--- src/rtl/cache_mem_arbiter_if.sv ---
// Bundle of cache-side and memory-side signals for cache_mem_arbiter.
// slave = arbiter view, master = caches plus memory model view.
interface cache_mem_arbiter_if #(
    parameter int CACHE_B = 4
);
    localparam int BURST_LEN = 2 ** (CACHE_B - 2);
    localparam int COUNT_W   = (BURST_LEN > 1) ? $clog2(BURST_LEN) : 1;

    logic               i_req;
    logic               i_we;
    logic [31:0]        i_addr;
    logic [31:0]        i_wdata;
    logic               i_gnt;
    logic               i_beat;
    logic               i_done;

    logic               d_req;
    logic               d_we;
    logic [31:0]        d_addr;
    logic [31:0]        d_wdata;
    logic               d_gnt;
    logic               d_beat;
    logic               d_done;

    logic [COUNT_W-1:0] count;
    logic [31:0]        rdata;

    logic               mem_en;
    logic               mem_we;
    logic [31:0]        mem_addr;
    logic [31:0]        mem_wdata;
    logic [31:0]        mem_rdata;
    logic               mem_ready;

    modport slave (
        input  i_req, i_we, i_addr, i_wdata,
        input  d_req, d_we, d_addr, d_wdata,
        input  mem_rdata, mem_ready,
        output i_gnt, i_beat, i_done,
        output d_gnt, d_beat, d_done,
        output count, rdata,
        output mem_en, mem_we, mem_addr, mem_wdata
    );

    modport master (
        output i_req, i_we, i_addr, i_wdata,
        output d_req, d_we, d_addr, d_wdata,
        output mem_rdata, mem_ready,
        input  i_gnt, i_beat, i_done,
        input  d_gnt, d_beat, d_done,
        input  count, rdata,
        input  mem_en, mem_we, mem_addr, mem_wdata
    );
endinterface

--- src/rtl/cache_mem_arbiter.sv ---
// Grants the single memory port to the I- or D-cache for one whole line burst at a time.
// Define DCACHE_PRIORITY_EN for fixed D-cache priority; default is round-robin.
module cache_mem_arbiter #(
    parameter int CACHE_B = 4
) (
    input  logic              clk,
    input  logic              reset_n,
    cache_mem_arbiter_if.slave bus
);
    localparam int BURST_LEN = 2 ** (CACHE_B - 2);
    localparam int COUNT_W   = (BURST_LEN > 1) ? $clog2(BURST_LEN) : 1;
    localparam logic [COUNT_W-1:0] LAST_BEAT = COUNT_W'(BURST_LEN - 1);
    localparam logic [31:0] LINE_MASK = ~((32'd1 << CACHE_B) - 32'd1);

    typedef enum logic [1:0] {
        IDLE    = 2'd0,
        BURST_I = 2'd1,
        BURST_D = 2'd2
    } state_t;

    state_t             state_reg;
    logic [COUNT_W-1:0] count_reg;
    logic [31:0]        base_reg;
    logic               we_reg;
    logic               last_d_reg;
    logic               i_gnt_reg;
    logic               d_gnt_reg;

    logic own_i;
    logic own_d;
    logic busy;
    logic is_last;
    logic pick_d;

    assign own_i   = (state_reg == BURST_I);
    assign own_d   = (state_reg == BURST_D);
    assign busy    = own_i | own_d;
    assign is_last = (count_reg == LAST_BEAT);

`ifdef DCACHE_PRIORITY_EN
    assign pick_d = bus.d_req;
`else
    // Round-robin: on a tie the side that did not own the last burst wins.
    assign pick_d = bus.d_req & (~bus.i_req | ~last_d_reg);
`endif

    always_ff @(posedge clk or negedge reset_n) begin
        if (!reset_n) begin
            state_reg  <= IDLE;
            count_reg  <= '0;
            base_reg   <= '0;
            we_reg     <= 1'b0;
            last_d_reg <= 1'b1;
            i_gnt_reg  <= 1'b0;
            d_gnt_reg  <= 1'b0;
        end else begin
            case (state_reg)
                IDLE: begin
                    if (bus.i_req | bus.d_req) begin
                        count_reg <= '0;
                        if (pick_d) begin
                            state_reg <= BURST_D;
                            d_gnt_reg <= 1'b1;
                            base_reg  <= bus.d_addr & LINE_MASK;
                            we_reg    <= bus.d_we;
                        end else begin
                            state_reg <= BURST_I;
                            i_gnt_reg <= 1'b1;
                            base_reg  <= bus.i_addr & LINE_MASK;
                            we_reg    <= bus.i_we;
                        end
                    end
                end
                default: begin
                    if (bus.mem_ready) begin
                        if (is_last) begin
                            state_reg  <= IDLE;
                            count_reg  <= '0;
                            i_gnt_reg  <= 1'b0;
                            d_gnt_reg  <= 1'b0;
                            last_d_reg <= own_d;
                        end else begin
                            count_reg <= count_reg + COUNT_W'(1);
                        end
                    end
                end
            endcase
        end
    end

    assign bus.i_gnt     = i_gnt_reg;
    assign bus.d_gnt     = d_gnt_reg;
    assign bus.i_beat    = own_i & bus.mem_ready;
    assign bus.d_beat    = own_d & bus.mem_ready;
    assign bus.i_done    = own_i & bus.mem_ready & is_last;
    assign bus.d_done    = own_d & bus.mem_ready & is_last;
    assign bus.count     = count_reg;
    assign bus.rdata     = busy ? bus.mem_rdata : 32'd0;
    assign bus.mem_en    = busy;
    assign bus.mem_we    = busy & we_reg;
    assign bus.mem_addr  = busy ? (base_reg + (32'(count_reg) << 2)) : 32'd0;
    assign bus.mem_wdata = own_i ? bus.i_wdata : (own_d ? bus.d_wdata : 32'd0);
endmodule
--- src/flat_wrapper.sv ---
// flat-port wrapper written by rule: the top's interface ports become plain ports
module cache_mem_arbiter_flat 
#(
    parameter int CACHE_B = 4
)
  (clk, reset_n, bus_i_req, bus_i_we, bus_i_addr, bus_i_wdata, bus_d_req, bus_d_we, bus_d_addr, bus_d_wdata, bus_mem_rdata, bus_mem_ready, bus_i_gnt, bus_i_beat, bus_i_done, bus_d_gnt, bus_d_beat, bus_d_done, bus_count, bus_rdata, bus_mem_en, bus_mem_we, bus_mem_addr, bus_mem_wdata);
  cache_mem_arbiter_if #(.CACHE_B(CACHE_B)) bus_i ();
  input  logic clk;
  input  logic reset_n;
  input wire logic [$bits(bus_i.i_req)-1:0] bus_i_req;
  input wire logic [$bits(bus_i.i_we)-1:0] bus_i_we;
  input wire logic [$bits(bus_i.i_addr)-1:0] bus_i_addr;
  input wire logic [$bits(bus_i.i_wdata)-1:0] bus_i_wdata;
  input wire logic [$bits(bus_i.d_req)-1:0] bus_d_req;
  input wire logic [$bits(bus_i.d_we)-1:0] bus_d_we;
  input wire logic [$bits(bus_i.d_addr)-1:0] bus_d_addr;
  input wire logic [$bits(bus_i.d_wdata)-1:0] bus_d_wdata;
  input wire logic [$bits(bus_i.mem_rdata)-1:0] bus_mem_rdata;
  input wire logic [$bits(bus_i.mem_ready)-1:0] bus_mem_ready;
  output wire logic [$bits(bus_i.i_gnt)-1:0] bus_i_gnt;
  output wire logic [$bits(bus_i.i_beat)-1:0] bus_i_beat;
  output wire logic [$bits(bus_i.i_done)-1:0] bus_i_done;
  output wire logic [$bits(bus_i.d_gnt)-1:0] bus_d_gnt;
  output wire logic [$bits(bus_i.d_beat)-1:0] bus_d_beat;
  output wire logic [$bits(bus_i.d_done)-1:0] bus_d_done;
  output wire logic [$bits(bus_i.count)-1:0] bus_count;
  output wire logic [$bits(bus_i.rdata)-1:0] bus_rdata;
  output wire logic [$bits(bus_i.mem_en)-1:0] bus_mem_en;
  output wire logic [$bits(bus_i.mem_we)-1:0] bus_mem_we;
  output wire logic [$bits(bus_i.mem_addr)-1:0] bus_mem_addr;
  output wire logic [$bits(bus_i.mem_wdata)-1:0] bus_mem_wdata;
  assign bus_i.i_req = bus_i_req;
  assign bus_i.i_we = bus_i_we;
  assign bus_i.i_addr = bus_i_addr;
  assign bus_i.i_wdata = bus_i_wdata;
  assign bus_i.d_req = bus_d_req;
  assign bus_i.d_we = bus_d_we;
  assign bus_i.d_addr = bus_d_addr;
  assign bus_i.d_wdata = bus_d_wdata;
  assign bus_i.mem_rdata = bus_mem_rdata;
  assign bus_i.mem_ready = bus_mem_ready;
  assign bus_i_gnt = bus_i.i_gnt;
  assign bus_i_beat = bus_i.i_beat;
  assign bus_i_done = bus_i.i_done;
  assign bus_d_gnt = bus_i.d_gnt;
  assign bus_d_beat = bus_i.d_beat;
  assign bus_d_done = bus_i.d_done;
  assign bus_count = bus_i.count;
  assign bus_rdata = bus_i.rdata;
  assign bus_mem_en = bus_i.mem_en;
  assign bus_mem_we = bus_i.mem_we;
  assign bus_mem_addr = bus_i.mem_addr;
  assign bus_mem_wdata = bus_i.mem_wdata;
  cache_mem_arbiter #(.CACHE_B(CACHE_B)) u_core (.clk(clk), .reset_n(reset_n), .bus(bus_i));
endmodule
--- config.mk ---
export PLATFORM = sky130hd
export DESIGN_NAME = cache_mem_arbiter_flat
export DESIGN_NICKNAME = d
export VERILOG_FILES = /design/src/rtl/cache_mem_arbiter_if.sv /design/src/rtl/cache_mem_arbiter.sv /design/src/flat_wrapper.sv
export SDC_FILE = /design/constraint.sdc
export NUM_CORES = 1
export LEC_CHECK = 0
export ABC_AREA = 1
export BUFFER_PORTS_ARGS = -buffer_cell sky130_fd_sc_hd__clkbuf_2
export CAP_MARGIN = 5
export CORE_MARGIN = 10
export CORE_UTILIZATION = 34
export DETAILED_ROUTE_END_ITERATION = 8
export PLACE_DENSITY_LB_ADDON = 0.2
export SYNTH_ARGS = -nofsm -noshare
export SYNTH_HDL_FRONTEND = slang
export SYNTH_SLANG_ARGS = --single-unit
--- constraint.sdc ---
create_clock -name clk -period 1.7 [get_ports clk]
set_clock_uncertainty 0.1 [all_clocks]
set_input_delay 0.34 -clock clk [delete_from_list [all_inputs] [get_ports clk]]
set_output_delay 0.34 -clock clk [all_outputs]
set_load 0.03 [all_outputs]
==> metrics.cfg <==
[outcome]
status = complete, but fails checks
violations = negative setup slack

[yosys]
yosys-mux-area-fraction = 0
synth-edff-count = 0
yosys.area.top_type = dfrtp_1
synth.avg_cell_area_um2 = 5.825
synth_cells = 514
ys_seq_area_frac = 0.3013
synth_top_family_by_area = simple AND/OR/NAND/NOR gates
yosys-top-cells-area = dfrtp_1 (29%), nand2_1 (29%), inv_1 (13%)
yosys_warnings = 0
syn-cell-area_um2 = 2994
yosys-top-cells-count = nand2_1 (233), inv_1 (101), nand3_1 (67), dfrtp_1 (35), nand3b_1 (26)
synth-xor-area-share = 0
yosys.area_share.simple = 0.4797
synth_async_sr_flop_share = 1.000
synth-adder-area-share = 0.01672
synth_cell_types = 19
synth_flop_cell = dfrtp_1
ys_seq_elements = 36
synth_compound_area_frac = 0.006686
synth_top_area_frac = 0.2925
synth_most_common_cell = nand2_1

[critical_path]
cp_data_arrival_time_ps = 1590
cp_cell_sequence = inv_2 -> ha_4 -> buf_8 -> buf_12 -> nand2_2 -> inv_2 -> buf_8
ff2ff_path_depth = 6
critPathKind = register to primary output
cp_slowest_stage_delay_ps = 390
cp-end-kind = primary output
cp_slowest_cell = dfrtp_1
cp_max_fo = 7
startpoint = u_core.state_reg[1]
r2r_start = u_core.last_d_reg
crit_required_ps = 1260
startpoint_type = register

[clock_network]
cts_tree = done
clk_path_buf_depth = 2
cts_sinks = 36
cts-buffers-inserted = 5
clockRootBuffer = clkbuf_8
htreeDepth = 2
clk-insertion-delay-late_ps = 290
path_clk_slew_ps = 70

[place]
place.gp.congestion = 0.8870
dp.final_hpwl_um = 10740
dp_slack_ps = -123.3
port_buffers = 262

[layout]
largest_reg_flops = 28
nFillCells = 574
n_antenna_cell = 0
area_growth_pct = 115.1
nNetsFinal = 958
drive_gt1_frac = 0.6256

[detailed_routing]
dr_total_vias = 4472
vias_per_cell = 4.991
drc = 0
wirelength_um = 18080
dr.pass1.iters = 6
dr.first_iter.drc_count = 310
detail-route-antenna-nets = 0
wl_per_cell_um = 20.18

[power]
p_leak_nw = 3.836
p_int_mw = 7.910
power_density_nw_per_um2 = 2531
p_switching_mw = 8.392
vdd_drop_max_mv = 1.199
clkPwrFrac = 0.051
switching_share = 0.5148
pwr-share-comb = 0.848
pwr-share-seq = 0.101

[worst_hold_path]
min_from = bus_i_addr[21]
holdPathStages = 5
hp-class = input pin to register

[timing]
min_period_ps = 2033
setup_viol = 99
setup-tns-final_ps = -27240
hold_viol = 0
postLayoutSetupSlackWorst_ps = -332.6
rsz0062_at_grt = yes
fmax_mhz = 492.0
finalCritPeriodShare = 1.196
slew_violations = 0

[floorplan]
io-pin-count = 273
coreArea_um2 = 8636
initial_core_util = 0.3467
die-area_um2 = 12960
die_w_um = 113.8
die_h_um = 113.8
row_count = 34

[global_routing]
grt_pass1_wl_um = 22800
track_usage = 0.2154
grt_start_max_net_pins = 31
overflow = 0
grt_pass1_vias = 4281
antenna_found_initial = 0

[job]
maxCapViolCount = 0

[cells in the final DEF, fill, tap and decap left out]
master,n
a21oi_1,2
buf_8,83
nand2_2,51
buf_12,9
clkbuf_8,18
clkbuf_16,5
clkbuf_2,162
dfrtp_1,34
bufinv_16,1
ha_1,1
nor2_4,3
inv_4,3
nand2_1,152
conb_1,2
nand4_1,1
dfrtp_2,1
inv_1,32
dlygate4sd3_1,1
ha_4,3
o21ai_0,2
buf_16,1
nor2_2,1
inv_2,66
nand3b_1,26
buf_4,18
buf_6,11
dfstp_2,1
nand2_4,30
nand3_1,42
nand3_4,3
nand3_2,22
inv_8,1
[final cells by class]
class                   instances  area (µm²)  share of cell area
clock buffers                   7       96.34             0.01496
flip-flops and latches         36       903.4              0.1403
repair buffers                301        2810              0.4364
clock inverters                 1       30.03            0.004663
well taps                     108       135.1             0.02098
inverters                     102       397.9             0.06178
multi-input cells             341        2067              0.3210
[cells by family after synthesis]
logic type / Yosys count
flip-flops: 36
AND/OR/NAND/NOR: 331
other: 1
AO/OA/AOI/OAI: 4
adder cells (fa/ha/maj): 4
buffers and inverters: 138
[power groups by stage]
| stage | Sequential [mW] | Combinational, mW | Clock [mW] |
|---|---|---|---|
| after floorplan | 1.56 | 5.75 | 0 |
| after global placement | 1.52 | 8.19 | 0 |
| after detailed placement | 1.53 | 8.25 | 0 |
| after CTS | 1.53 | 11.0 | 0.849 |
| after global routing | 1.70 | 14.5 | 0.887 |
| final | 1.65 | 13.8 | 0.829 |
[metal layers]
layer / GRT usage / wire length [µm]
met1: 0.2207 / 6320
met5: 0 / 0
met3: 0.06614 / 1651
met2: 0.3982 / 9311
met4: 0.08438 / 796
[critical path: cells and delay by family, from the launching register on]
kind	cells	cell delay, ps
adders and majority gates	1	230
buffers and inverters	5	590
DFF	1	390
and+or+nand+nor	1	100
[metrics by stage]
step	instance area [µm²]	hold WS, ps	std cells	util	total power, mW
global route	6440	257.6	896	0.7457	17.05
finish	6440	245.4	896	0.7457	16.30
CTS	5685	236.0	888	0.6584	13.36
detailed placement	4496	225.9	870	0.5206	9.778
floorplan	3038	-55.59	515	-	7.309
global placement	4496	233.4	870	0.5206	9.714
[final timing paths]
check,slack (ps),endpoint
worst min register to register,380,u_core.last_d_reg
max in group asynchronous,580,u_core.state_reg[1]
worst max-delay path,-330,bus_rdata[21]
worst min-delay path,250,u_core.base_reg[21]
worst max register to register,270,u_core.base_reg[29]
min in group asynchronous,440,u_core.base_reg[30]
[timing repair]
action	4_1_cts	5_1_grt
pin swaps	4	45
hold buffers	1	0
resized for setup	230	242
hold endpoints to repair	16	0
cloned	3	6
buffers inserted	6	6
endpoints found under the setup margin	100	100
Power figures use the tool's default switching activity.
